[src/rtl/frame_update_sequencer.sv]
// frame_update_sequencer
// Once per video frame, walks the update units in a fixed order
// (input latch -> physics -> collision -> scroll -> commit) using start/done
// handshakes. Owns the MENU/PLAY/OVER game state, counts frames dropped while
// busy, and flags any stage that had to be forced on by the timeout.
module frame_update_sequencer #(
    parameter int unsigned SCROLL_LINE = 200,
    parameter int unsigned TIMEOUT     = 1024,
    parameter int unsigned OVR_W       = 8
) (
    input  logic             clk,
    input  logic             rst,
    input  logic             frame_sync,
    input  logic             button_left,
    input  logic             button_right,
    input  logic             doodle_fell,
    input  logic [9:0]       doodle_y,
    output logic             phys_start,
    input  logic             phys_done,
    output logic             coll_start,
    input  logic             coll_done,
    output logic             scroll_start,
    input  logic             scroll_done,
    output logic [9:0]       scroll_amount,
    output logic             commit,
    output logic [1:0]       buttons_q,
    output logic [1:0]       game_state,
    output logic             busy,
    output logic [OVR_W-1:0] overrun_count,
    output logic             timeout_err
);

    localparam logic [2:0] S_IDLE   = 3'd0;
    localparam logic [2:0] S_LATCH  = 3'd1;
    localparam logic [2:0] S_PHYS   = 3'd2;
    localparam logic [2:0] S_COLL   = 3'd3;
    localparam logic [2:0] S_SCROLL = 3'd4;
    localparam logic [2:0] S_COMMIT = 3'd5;

    localparam logic [1:0] GS_MENU = 2'd0;
    localparam logic [1:0] GS_PLAY = 2'd1;
    localparam logic [1:0] GS_OVER = 2'd2;

    localparam int unsigned   CW            = (TIMEOUT > 2) ? $clog2(TIMEOUT) : 1;
    localparam logic [CW-1:0] TO_LAST       = CW'(TIMEOUT - 1);
    localparam logic [9:0]    SCROLL_LINE_Y = 10'(SCROLL_LINE);

    logic [2:0]       state_q, state_d;
    logic [CW-1:0]    cnt_q, cnt_d;
    logic             fs_q;
    logic [9:0]       amt_q, amt_d;
    logic [1:0]       btn_q, btn_d;
    logic [1:0]       gs_q, gs_d;
    logic [OVR_W-1:0] ovr_q, ovr_d;
    logic             terr_q, terr_d;

    logic tick;
    logic waiting;
    logic stage_done;
    logic timed_out;
    logic advance;

    // New frame starts on the falling edge of frame_sync
    assign tick = fs_q & ~frame_sync;

    // Select the done input for the stage being waited on and qualify the timeout
    always_comb begin
        waiting    = 1'b0;
        stage_done = 1'b0;
        case (state_q)
            S_PHYS:   begin waiting = 1'b1; stage_done = phys_done;   end
            S_COLL:   begin waiting = 1'b1; stage_done = coll_done;   end
            S_SCROLL: begin waiting = 1'b1; stage_done = scroll_done; end
            default:  begin end
        endcase
        timed_out = waiting & (cnt_q == TO_LAST);
        advance   = stage_done | timed_out;
    end

    // Sequencer next state, latched frame data, game state and error tracking
    always_comb begin
        state_d = state_q;
        amt_d   = amt_q;
        btn_d   = btn_q;
        gs_d    = gs_q;
        terr_d  = terr_q;
        ovr_d   = ovr_q;
        cnt_d   = '0;

        case (state_q)
            S_IDLE: begin
                if (tick) state_d = S_LATCH;
            end
            S_LATCH: begin
                btn_d   = {button_left, button_right};
                state_d = (gs_q == GS_PLAY) ? S_PHYS : S_COMMIT;
            end
            S_PHYS: begin
                if (advance) state_d = S_COLL;
            end
            S_COLL: begin
                if (advance) begin
                    if (doodle_y < SCROLL_LINE_Y) begin
                        amt_d   = SCROLL_LINE_Y - doodle_y;
                        state_d = S_SCROLL;
                    end else begin
                        amt_d   = '0;
                        state_d = S_COMMIT;
                    end
                end
            end
            S_SCROLL: begin
                if (advance) state_d = S_COMMIT;
            end
            S_COMMIT: begin
                state_d = S_IDLE;
                case (gs_q)
                    GS_MENU: if (btn_q == 2'b11) gs_d = GS_PLAY;
                    GS_PLAY: if (doodle_fell)    gs_d = GS_OVER;
                    GS_OVER: if (btn_q == 2'b11) gs_d = GS_MENU;
                    default: gs_d = GS_MENU;
                endcase
            end
            default: begin
                state_d = S_IDLE;
            end
        endcase

        // A done arriving on the last allowed cycle wins over the timeout
        if (timed_out && !stage_done) terr_d = 1'b1;

        // COMMIT is still busy, so a tick on the return-to-IDLE cycle is dropped too
        if (tick && (state_q != S_IDLE) && (ovr_q != '1)) ovr_d = ovr_q + 1'b1;

        // Counter is zero on the entry cycle of each wait stage, which also marks the start pulse
        if (waiting && (state_d == state_q)) cnt_d = cnt_q + 1'b1;
    end

    // State registers with asynchronous active-low reset
    always_ff @(posedge clk or negedge rst) begin
        if (!rst) begin
            state_q <= S_IDLE;
            cnt_q   <= '0;
            fs_q    <= 1'b1;
            amt_q   <= '0;
            btn_q   <= '0;
            gs_q    <= GS_MENU;
            ovr_q   <= '0;
            terr_q  <= 1'b0;
        end else begin
            state_q <= state_d;
            cnt_q   <= cnt_d;
            fs_q    <= frame_sync;
            amt_q   <= amt_d;
            btn_q   <= btn_d;
            gs_q    <= gs_d;
            ovr_q   <= ovr_d;
            terr_q  <= terr_d;
        end
    end

    assign phys_start    = (state_q == S_PHYS)   && (cnt_q == '0);
    assign coll_start    = (state_q == S_COLL)   && (cnt_q == '0);
    assign scroll_start  = (state_q == S_SCROLL) && (cnt_q == '0);
    assign commit        = (state_q == S_COMMIT);
    assign busy          = (state_q != S_IDLE);
    assign scroll_amount = amt_q;
    assign buttons_q     = btn_q;
    assign game_state    = gs_q;
    assign overrun_count = ovr_q;
    assign timeout_err   = terr_q;

endmodule
[config.mk]
export PLATFORM = sky130hd
export DESIGN_NAME = frame_update_sequencer
export DESIGN_NICKNAME = d
export VERILOG_FILES = /design/src/rtl/frame_update_sequencer.sv
export SDC_FILE = /design/constraint.sdc
export NUM_CORES = 1
export LEC_CHECK = 0
export CORE_AREA = 3 3 68 70
export DETAILED_ROUTE_END_ITERATION = 8
export DIE_AREA = 0 0 71 73
export HOLD_SLACK_MARGIN = 0.02
export PLACE_DENSITY = 0.83
export SKIP_LAST_GASP = 1
export SYNTH_ARGS = -nofsm -noshare
export SYNTH_HDL_FRONTEND = slang
export SYNTH_SLANG_ARGS = --single-unit
[constraint.sdc]
create_clock -name clk -period 2.2 [get_ports clk]
set_input_delay 0.44 -clock clk [delete_from_list [all_inputs] [get_ports clk]]
set_output_delay 0.44 -clock clk [all_outputs]
set_load 0.05 [all_outputs]
==> results.yml <==
sta:
  fin_setup_tns_ns: 0
  rsz0062_at_grt: "yes"
  setup_violations: 0
  fin_crit_ns: 2.131
  drv_slew: 0
  fin_ws_ns: 0.06852
  max_freq_mhz: 469.2
  relSlewSlack_pct: 66.52
  finalHoldViolCount: 0
  skew_ns: 0.002897
  layout_worst_path_cycle_share_pct: 96.89
  worstMarginPinSlew_ns: 0.5006
grt:
  grt_use_total_pct: 17.27
  grt-ovfl-total: 0
  grt_pass1_vias: 1506
  antenna_found_initial: 0
  grt_start_max_net_pins: 38
  grt_pass1_wl_mm: 6.941
critical_path:
  r2r_slack_ns: 0.25
  rr_worst_depth: 4
  critPathMaxFanout: 12
  r2r-start: "overrun_count[0]"
  startpoint: "state_q[0]"
  r2r-end: "overrun_count[1]"
  critPathLaunchType: "register"
  crit_end: "scroll_start"
  endpoint_kind: "output port"
  arrival_ns: 1.69
  critical_path_class: "register to output port"
  critPathRequiredTime_ns: 1.76
clocking:
  htree_levels: 2
  clock_latency_ns: 0.29
  cts_max_path_buffers: 2
  cts_tree: "yes"
  clockRootBuffer: "clkbuf_8"
  numCtsBuffers: 5
  cts_setup_buffers: 0
  clk_pin_slew_worst_paths_ns: 0.07
  clock_sinks: 37
logic_synthesis:
  synth.distinct_cells: 45
  synth_ff_type: "dfrtp_1"
  synth_cells: 183
  synthMuxAreaShare_pct: 3.631
  synth_top_family_by_area: "simple AND/OR/NAND/NOR gates"
  synth_warnings: 0
  yosys.area.top_type_share_pct: 45.86
  netlist_top_cells_area: "dfrtp_1 (46%), xor2_1 (4.9%), xnor2_1 (3.6%), mux2_2 (2.9%), ha_1 (2.5%)"
  yosys.area_share.adder_pct: 2.548
  syn_area_um2: 1964
  yosysSeqAreaShare_pct: 47.20
  synthSimpleGateAreaFrac_pct: 20.89
  synth_top_cell_by_area: "dfrtp_1"
  ys_async_sr_fraction_pct: 100.0
  avgSynthCellArea_um2: 10.73
  syn-num-nets: 206
  synth_edf_count: 0
  ys_seq_elements: 37
  synth_compound_area_share_pct: 12.93
  synthXorXnorAreaFrac_pct: 8.471
placement:
  dp_hpwl_mm: 3.078
  pre_cts_ws_ns: 0.1024
  place.gp.congestion: 0.9090
  io_buffers: 46
routing:
  final_antenna_net_count: 0
  top_layer: "met4"
  wl_met2_mm: 2.099
  m1WireLength_mm: 1.701
  vias_per_cell: 5.503
  dr.pass1.iters: 4
  avgRoutedWirePerCell_um: 14.31
  drt-initial-drc-count: 55
  wl_mm: 4.092
  vias: 1574
  route.met3.wl_um: 224
  drc: 0
die:
  initial_utilization_pct: 48.76
  die_h_um: 73
  row_count: 23
  dieWidth_um: 71
  die_area_um2: 5183
  io-pin-count: 47
  core_area_um2: 4029
layout:
  areaGrowthSynthToFinish_pct: 33.44
  fillers: 330
  drive_gt1_share_pct: 16.53
  layout.nets: 258
  multi_input_area_um2: 967.2
  regArea_um2: 928.4
  layout_commonest_cell: "clkdlybuf4s50_1"
  final_cell_mix: "clkdlybuf4s50_1 (41), dfrtp_1 (35), xor2_1 (11)"
  n_antenna_cell: 0
job:
  drv_cap: 0
pwr:
  peakVddDrop_v: 0.0006559
  leakage_nw: 1.145
  power_density_nw_per_um2: 1053
status:
  outcome: "complete, no violations"
worst_hold_path:
  hp-class: "register to register"
registers in the layout, summed over array words and instances, names as in the netlist:
signal         count
state_q            3
buttons_q          2
overrun_count      8
scroll_amount     10
game_state         2
timeout_err        1
fs_q               1
cnt_q             10
area by class of cell:
type                    instances  area share, %
flip-flops and latches         37          35.42
well taps                      50          2.387
multi-input cells             130          36.90
clock buffers                   8          3.437
inverters                      10          1.432
repair buffers                 51          20.43
stage by stage:
stage | area, um^2 | hold WS (ns) | utilization [%] | power (mW) | cells
finish | 2621 | 0.4673 | 65.06 | 2.759 | 286
global route | 2621 | 0.5027 | 65.06 | 2.919 | 286
CTS | 2615 | 0.4758 | 64.91 | 2.783 | 286
detailed placement | 2525 | 0.4585 | 62.67 | 2.293 | 278
global placement | 2525 | 0.4449 | 62.67 | 2.265 | 278
floorplan | 1974 | 0.1444 | - | 1.864 | 183
cell families (layout without fill, tap and decap cells):
family | count (synthesis) | in the layout
adders and majority gates | 4 | 4
xor gates and xnor gates | 19 | 19
buffers and inverters | 16 | 69
DFF | 37 | 37
AOI/OAI and AO/OA | 31 | 31
muxes | 6 | 6
and+or+nand+nor | 70 | 70
where the power goes:
part,switching (mW),internal (mW)
registers,0.175,0.808
logic,0.785,0.511
clock network,0.225,0.255
total,1.18,1.57
worst max-delay path, cell delays in order, from the launching register on:
cell	delay (ns)
dfrtp_1	0.52
or3b_4	0.47
nor2_1	0.23
buf_12	0.17
routing by layer:
| layer | GRT usage (%) | vias up |
|---|---|---|
| li1 | - | 754 |
| met1 | 20.44 | 764 |
| met2 | 29.87 | 48 |
| met3 | 5.234 | 8 |
| met4 | 6.054 | 0 |
| met5 | 0 | - |
how the worst min path moves through the flow:
stage                     start                to  slack [ns]  depth (start not counted)
6_report            timeout_err       timeout_err        0.47                          1
5_1_grt        scroll_amount[9]  scroll_amount[9]        0.50                          1
4_1_cts             timeout_err       timeout_err        0.48                          1
3_3_place_gp        timeout_err       timeout_err        0.44                          1
3_5_place_dp        timeout_err       timeout_err        0.46                          1
2_1_floorplan               rst      buttons_q[0]        0.14                          0
Yosys cell counts, types with 2 or more instances:
| cell type | n |
|---|---|
| nor3_1 | 5 |
| xor2_1 | 11 |
| and2_1 | 4 |
| o31ai_1 | 4 |
| nor2_2 | 7 |
| nor4_1 | 6 |
| o21ai_0 | 7 |
| and4_1 | 2 |
| nand4_1 | 7 |
| buf_6 | 2 |
| nand2b_1 | 3 |
| a21oi_1 | 3 |
| nand2_1 | 9 |
| nand3_1 | 3 |
| a21o_1 | 5 |
| xnor2_1 | 8 |
| or2_1 | 2 |
| buf_4 | 2 |
| inv_1 | 10 |
| mux2_2 | 5 |
| dfrtp_1 | 36 |
| and3_1 | 6 |
| buf_2 | 2 |
| nor3b_1 | 3 |
| o31a_1 | 2 |
| ha_1 | 4 |
| nor2_1 | 7 |
what timing repair did:
item	4_1_cts	5_1_grt
gates resized for setup	0	3
hold buffers	0	0
setup endpoints to repair	0	1
(Power assumes the default switching activity.)
==> RTL edit 1 (same settings) <==
`TIMEOUT`: 1024 -> 2048.
--- a/src/rtl/frame_update_sequencer.sv
+++ b/src/rtl/frame_update_sequencer.sv
@@ -5,7 +5,7 @@
 // busy, and flags any stage that had to be forced on by the timeout.
 module frame_update_sequencer #(
     parameter int unsigned SCROLL_LINE = 200,
-    parameter int unsigned TIMEOUT     = 1024,
+    parameter int unsigned TIMEOUT     = 2048,
     parameter int unsigned OVR_W       = 8
 ) (
     input  logic             clk,
Function: no difference found for any inputs over 10 cycles, from zero or initial values and one cycle with rst low; that may be too few to reach the edited logic, so the function may still have changed.
==> RTL edit 1 against the unedited design <==
Via count decreased by 0.89%. Clock power is 7.1% lower. Sequential cell count grew 1. Sequential power rose by 0.4%. Critical endpoint is now phys_start. Wire length down 0.27%. Area after synthesis fell by 2.9%. Synthesized cell count grew 1.6%. Final area rose by 1.7%. Largest power group unchanged. Setup slack better by 0.0080 ns. Clock skew is 0.0051 ns higher. Power fell by 0.85%. Die area unchanged.
==> RTL edit 1: results (changes against the unedited design) <==
* Outcome: complete, no violations
* Static Leak at 1.13 nW (-1.5%)
* Tot GR Track Use at 16.6% (-0.67 points)
* Layout cells sized above 1 at 18.1% (+1.6 points)
* Fillcell total at 314 (-4.8%)
* Reg with most FFs: cnt_q
* Placed insts at 293 (+5.4%)
* Slew headroom at 44.8% (-22 points)
* Final net count at 276 (+7.0%)
* DRT Pass-1 Iters at 4 (unchanged)
* Clock root buffer: clkbuf_8
* Vias in the first global route at 1,569 (+4.2%)
* Die area at 0.00518 sq mm (unchanged)
* Area of the multi-input gates at 911 sq um (-5.8%)
* Final hold slack at 0.256 ns (-0.211 ns)
* Max VDD drop at 0.000737 V (+12%)
* Delay-heaviest family, CP: simple AND/OR/NAND/NOR gates
* Uppermost layer routed: met4
* Post-Syn Nets at 209 (+1.5%)
* Commonest cells in the netlist: 37 x dfrtp_1, 19 x nand2_1, 19 x nor2_1
* YS warnings at 0 (unchanged)
* Clk slew on worst S/H paths at 0.07 ns (about the same)
* Starting DRT DRC Count at 75 (+36%)
* Routed wl met3 at 167 um (-25%)
* H-tree Lvls at 2 (unchanged)
* Total CTS buffers at 5 (unchanged)
* HPWL after DPL at 3030 um (-1.6%)
* Reg2Reg Setup Slack at 0.33 ns (+0.08 ns)
* Diodes inserted at 0 (unchanged)
* Vias/cell at 5.13 (-6.8%)
* Placed Area at 0.00253 sq mm (+0.35%)
* Worst-path maximum fanout at 3 (-9)
* CP peak stage delay at 0.44 ns (-0.08 ns)
* Post-synthesis sequential area ratio at 49.9% (+2.7 points)
* Number of buffers inserted by port buffering at 46 (unchanged)
* Slowest CP cell: dfrtp_2
* GPL Wtd Cong at 0.815 (-10%)
* RR Endpoint: game_state[0]$_DFFE_PN0P_
* Worst Reg2Reg Path Length in Cells at 5 (+1)
* Ys async rst share at 100% (unchanged)
* Max reg flops at 11
* Clk_skew at 0.00796 ns (+0.00506 ns)
* M1 WL at 1830 um (+7.3%)
* Finished Layout Cells at 304 (+6.3%)
* Place WS at 0.0677 ns (-0.0347 ns)
* Yosys cell types at 36 (-20%)
* Synth Instances at 186 (+1.6%)
* HP Class: in2async
* WL met2 at 2050 um (-2.5%)
* Top cells by area, synth: dfrtp_1 49%, xnor2_1 5.1%, nand2_1 3.7%
* Routed WL at 4080 um (-0.27%)
* Largest net degree at the start of global routing at 39 (+2.6%)
* Worst skew pair latency at 0.28 ns
* RR Startpoint: state_q[0]$_DFF_PN0_
* First-pass GRT wire length at 6810 um (-1.9%)
* Clock Tree Buf Depth at 2 (unchanged)
* Initial antenna violation count at 0 (unchanged)
RTL edit 1: cell count changes in the layout (fill, tap and decap cells not counted), sizes merged, moves of 3 or more:
cell	delta
buf	+13
nand2	+10
nand3	+7
a21o	-5
and3	-4
nor2	+4
nor2b	+4
nor3	-4
nand4	-3
xnor2	+3
xor2	-3
RTL edit 1: kinds of logic after synthesis:
group / count (synthesis) / share of synthesized area [%]
xor gates and xnor gates: 19 / 8.73
adders and majority gates: 4 / 2.62
muxes: 8 / 4.86
AOI/OAI and AO/OA: 28 / 10.5
buffers and inverters: 12 / 3.54
and+or+nand+nor: 77 / 19.8
DFF: 38 / 49.9
RTL edit 1: area by class of cell:
class	count	area share (%)
Clock buffer	6	2.72
Clock inverter	2	0.375
Timing Repair Buffer	63	23.3
Tap cell	50	2.35
Inverter	9	1.27
Multi-Input combinational cell	136	34.2
Sequential cell	38	35.9
RTL edit 1: worst max path at each step:
stage | startpoint | endpoint | slack, ns | depth (start not counted)
after global placement | doodle_y[4] | scroll_amount[5]$_DFFE_PN0P_ | 0.11 | 5
after detailed placement | phys_done | cnt_q[1]$_DFF_PN0_ | 0.07 | 6
after global routing | cnt_q[5]$_DFF_PN0_ | phys_start | -0.05 | 5
after CTS | cnt_q[2]$_DFF_PN0_ | phys_start | 0.006 | 5
final | cnt_q[5]$_DFF_PN0_ | phys_start | 0.08 | 5
after floorplan | cnt_q[2]$_DFF_PN0_ | phys_start | 0.16 | 4
RTL edit 1: worst register-to-register path, cell delays in order (launching register included):
cell	delay, ns
dfrtp_1	0.53
buf_4	0.19
nor2b_1	0.22
and2_1	0.24
nor2b_1	0.22
mux2_2	0.35
RTL edit 1: what timing repair did:
action / 4_1_cts / 5_1_grt
buffers inserted: 0 / 3
hold endpoints to repair: 0 / 0
gates resized for setup: 0 / 7
endpoints found under the setup margin: 0 / 2
RTL edit 1: metal layers:
| layer | global-route usage (%) | vias to the layer above |
|---|---|---|
| li1 | - | 782 |
| met4 | 5.01 | 0 |
| met5 | 0 | - |
| met2 | 27.7 | 30 |
| met3 | 4.13 | 5 |
| met1 | 21.4 | 743 |
RTL edit 1: where the power goes:
part | switching (mW) | internal, mW
sequential | 0.159 | 0.828
combinational | 0.776 | 0.527
clock | 0.227 | 0.219
==> RTL edit 2 (same flow settings) <==
Without the edit above. Add an input register stage for `button_right`; this delays it by one clock. The other inputs are not delayed to match.
--- a/src/rtl/frame_update_sequencer.sv
+++ b/src/rtl/frame_update_sequencer.sv
@@ -44,6 +44,12 @@
     localparam int unsigned   CW            = (TIMEOUT > 2) ? $clog2(TIMEOUT) : 1;
     localparam logic [CW-1:0] TO_LAST       = CW'(TIMEOUT - 1);
     localparam logic [9:0]    SCROLL_LINE_Y = 10'(SCROLL_LINE);
+
+    logic button_right_q;
+
+    always_ff @(posedge clk) begin
+        button_right_q <= button_right;
+    end
 
     logic [2:0]       state_q, state_d;
     logic [CW-1:0]    cnt_q, cnt_d;
@@ -92,7 +98,7 @@
                 if (tick) state_d = S_LATCH;
             end
             S_LATCH: begin
-                btn_d   = {button_left, button_right};
+                btn_d   = {button_left, button_right_q};
                 state_d = (gs_q == GS_PLAY) ? S_PHYS : S_COMMIT;
             end
             S_PHYS: begin
Behaviour: not the same (Yosys sat finds a counterexample within 4 cycles, from zero or initial values and one cycle with rst low).
==> RTL edit 2 against the unedited design <==
Area after synthesis is 1.0% lower. Global-route usage fell by 1.3 points. Non-clock buffer count increased by 1. Final area down 1.0%. Setup slack improved by 0.044 ns. Sequential cell count increased by 1. Via count decreased by 3.0%. Sequential power is 9% higher. Wire length decreased by 7.1%. Sequential share of layout area rose by 1.1 points. Power increased by 16%.
==> RTL edit 2: results (changes against the unedited design) <==
* RR Startpoint: overrun_count[2]$_DFFE_PN0P_
* Inverters at 8 (-2)
* Buffers outside the clock class at 52 (+2.0%)
* DR vias at 1,527 (-3.0%)
* WP data arrival at 1.65 ns (-0.04 ns)
* Fillcell total at 366 (+11%)
* Slew @ Worst Pin at 0.802 ns (+0.302 ns)
* Clk_skew at 0.00552 ns (+0.00262 ns)
* Layout cells sized above 1 at 11.3% (-5.3 points)
* Seq/total area at 36.5% (+1.1 points)
* Commonest cells in the netlist: 36 x dfrtp_1, 19 x nor2_1, 14 x nand2_1
* Yosys cell types at 49 (+8.9%)
* Ys async rst share at 97.4% (-2.6 points)
* Post-Syn Nets at 209 (+1.5%)
* Static Leak at 1.11 nW (-3.4%)
* Routed WL at 3800 um (-7.1%)
* Post-synthesis sequential area ratio at 48.7% (+1.5 points)
* Tot GR Track Use at 16.0% (-1.3 points)
* Max VDD drop at 0.000771 V (+17%)
* DRT Pass-1 Iters at 4 (unchanged)
* Final net count at 263 (+1.9%)
* Starting DRT DRC Count at 81 (+47%)
* Initial antenna violation count at 0 (unchanged)
* Signal buf overhead at 20.7% (+0.31 points)
* Clk cell area share at 2.94% (-0.49 points)
* Top cells by area, synth: dfrtp_1 46%, xnor2_1 5.0%, nor2_1 3.7%
* Multi-input combinational area share at 36.2% (-0.67 points)
* Clock buffers at 7 (-1)
* Largest net degree at the start of global routing at 38 (unchanged)
* Multi-input gates at 135 (+3.8%)
* # clock sinks at 38 (+2.7%)
* HPWL after DPL at 2880 um (-6.6%)
* Outcome: complete, no violations
* GPL Wtd Cong at 0.761 (-16%)
* HP Class: in2async
* Worst-path maximum fanout at 8 (-4)
[RTL edit 2: cell families after synthesis]
family | Yosys count | synth area share [%]
simple gates | 81 | 22.4
flops | 38 | 48.7
compound gates | 26 | 11.5
xor+xnor | 17 | 7.66
buf+inv | 13 | 3.22
mux | 7 | 3.93
fa+ha+maj | 4 | 2.57
[RTL edit 2: metal layers]
metal / track usage [%] / wire [um] / share of wire (%)
met1: 20.0 / 1780 / 47
met5: 0 / 0 / 0
met2: 25.7 / 1780 / 47
met3: 4.96 / 191 / 5.0
met4: 6.68 / 47 / 1.2
[RTL edit 2: final timing paths]
kind	end	slack (ns)
min in group clk	timeout_err$_DFFE_PN0P_	0.48
max in group asynchronous	overrun_count[2]$_DFFE_PN0P_	1.45
worst min register to register	timeout_err$_DFFE_PN0P_	0.48
worst max register to register	overrun_count[1]$_DFFE_PN0P_	0.33
worst min-delay path	scroll_amount[2]$_DFFE_PN0P_	0.24
worst max-delay path	busy	0.11
[RTL edit 2: where the power goes]
part           switching (mW)  total [mW]  internal, mW
Clock                   0.219       0.437         0.218
Sequential              0.189        1.07         0.881
Combinational            1.04        1.69         0.645
Total                    1.45        3.20          1.74
[RTL edit 2: worst max-delay path, cell delays in order (launching register included)]
cell and delay (ns):
dfrtp_1 0.48, buf_4 0.20, nor3_1 0.40, inv_1 0.08, buf_4 0.20
[RTL edit 2: per-stage QoR]
stage | util, % | cell area, sq um | std cells | total power, mW | setup WS (ns)
finish | 64.4 | 2590 | 290 | 3.20 | 0.113
global route | 64.4 | 2590 | 290 | 3.39 | 0.00923
CTS | 64.4 | 2590 | 290 | 3.23 | 0.0805
detailed placement | 62.5 | 2520 | 283 | 2.78 | 0.0185
global placement | 62.5 | 2520 | 283 | 2.76 | 0.0508
floorplan | - | 1950 | 186 | 2.21 | 0.218
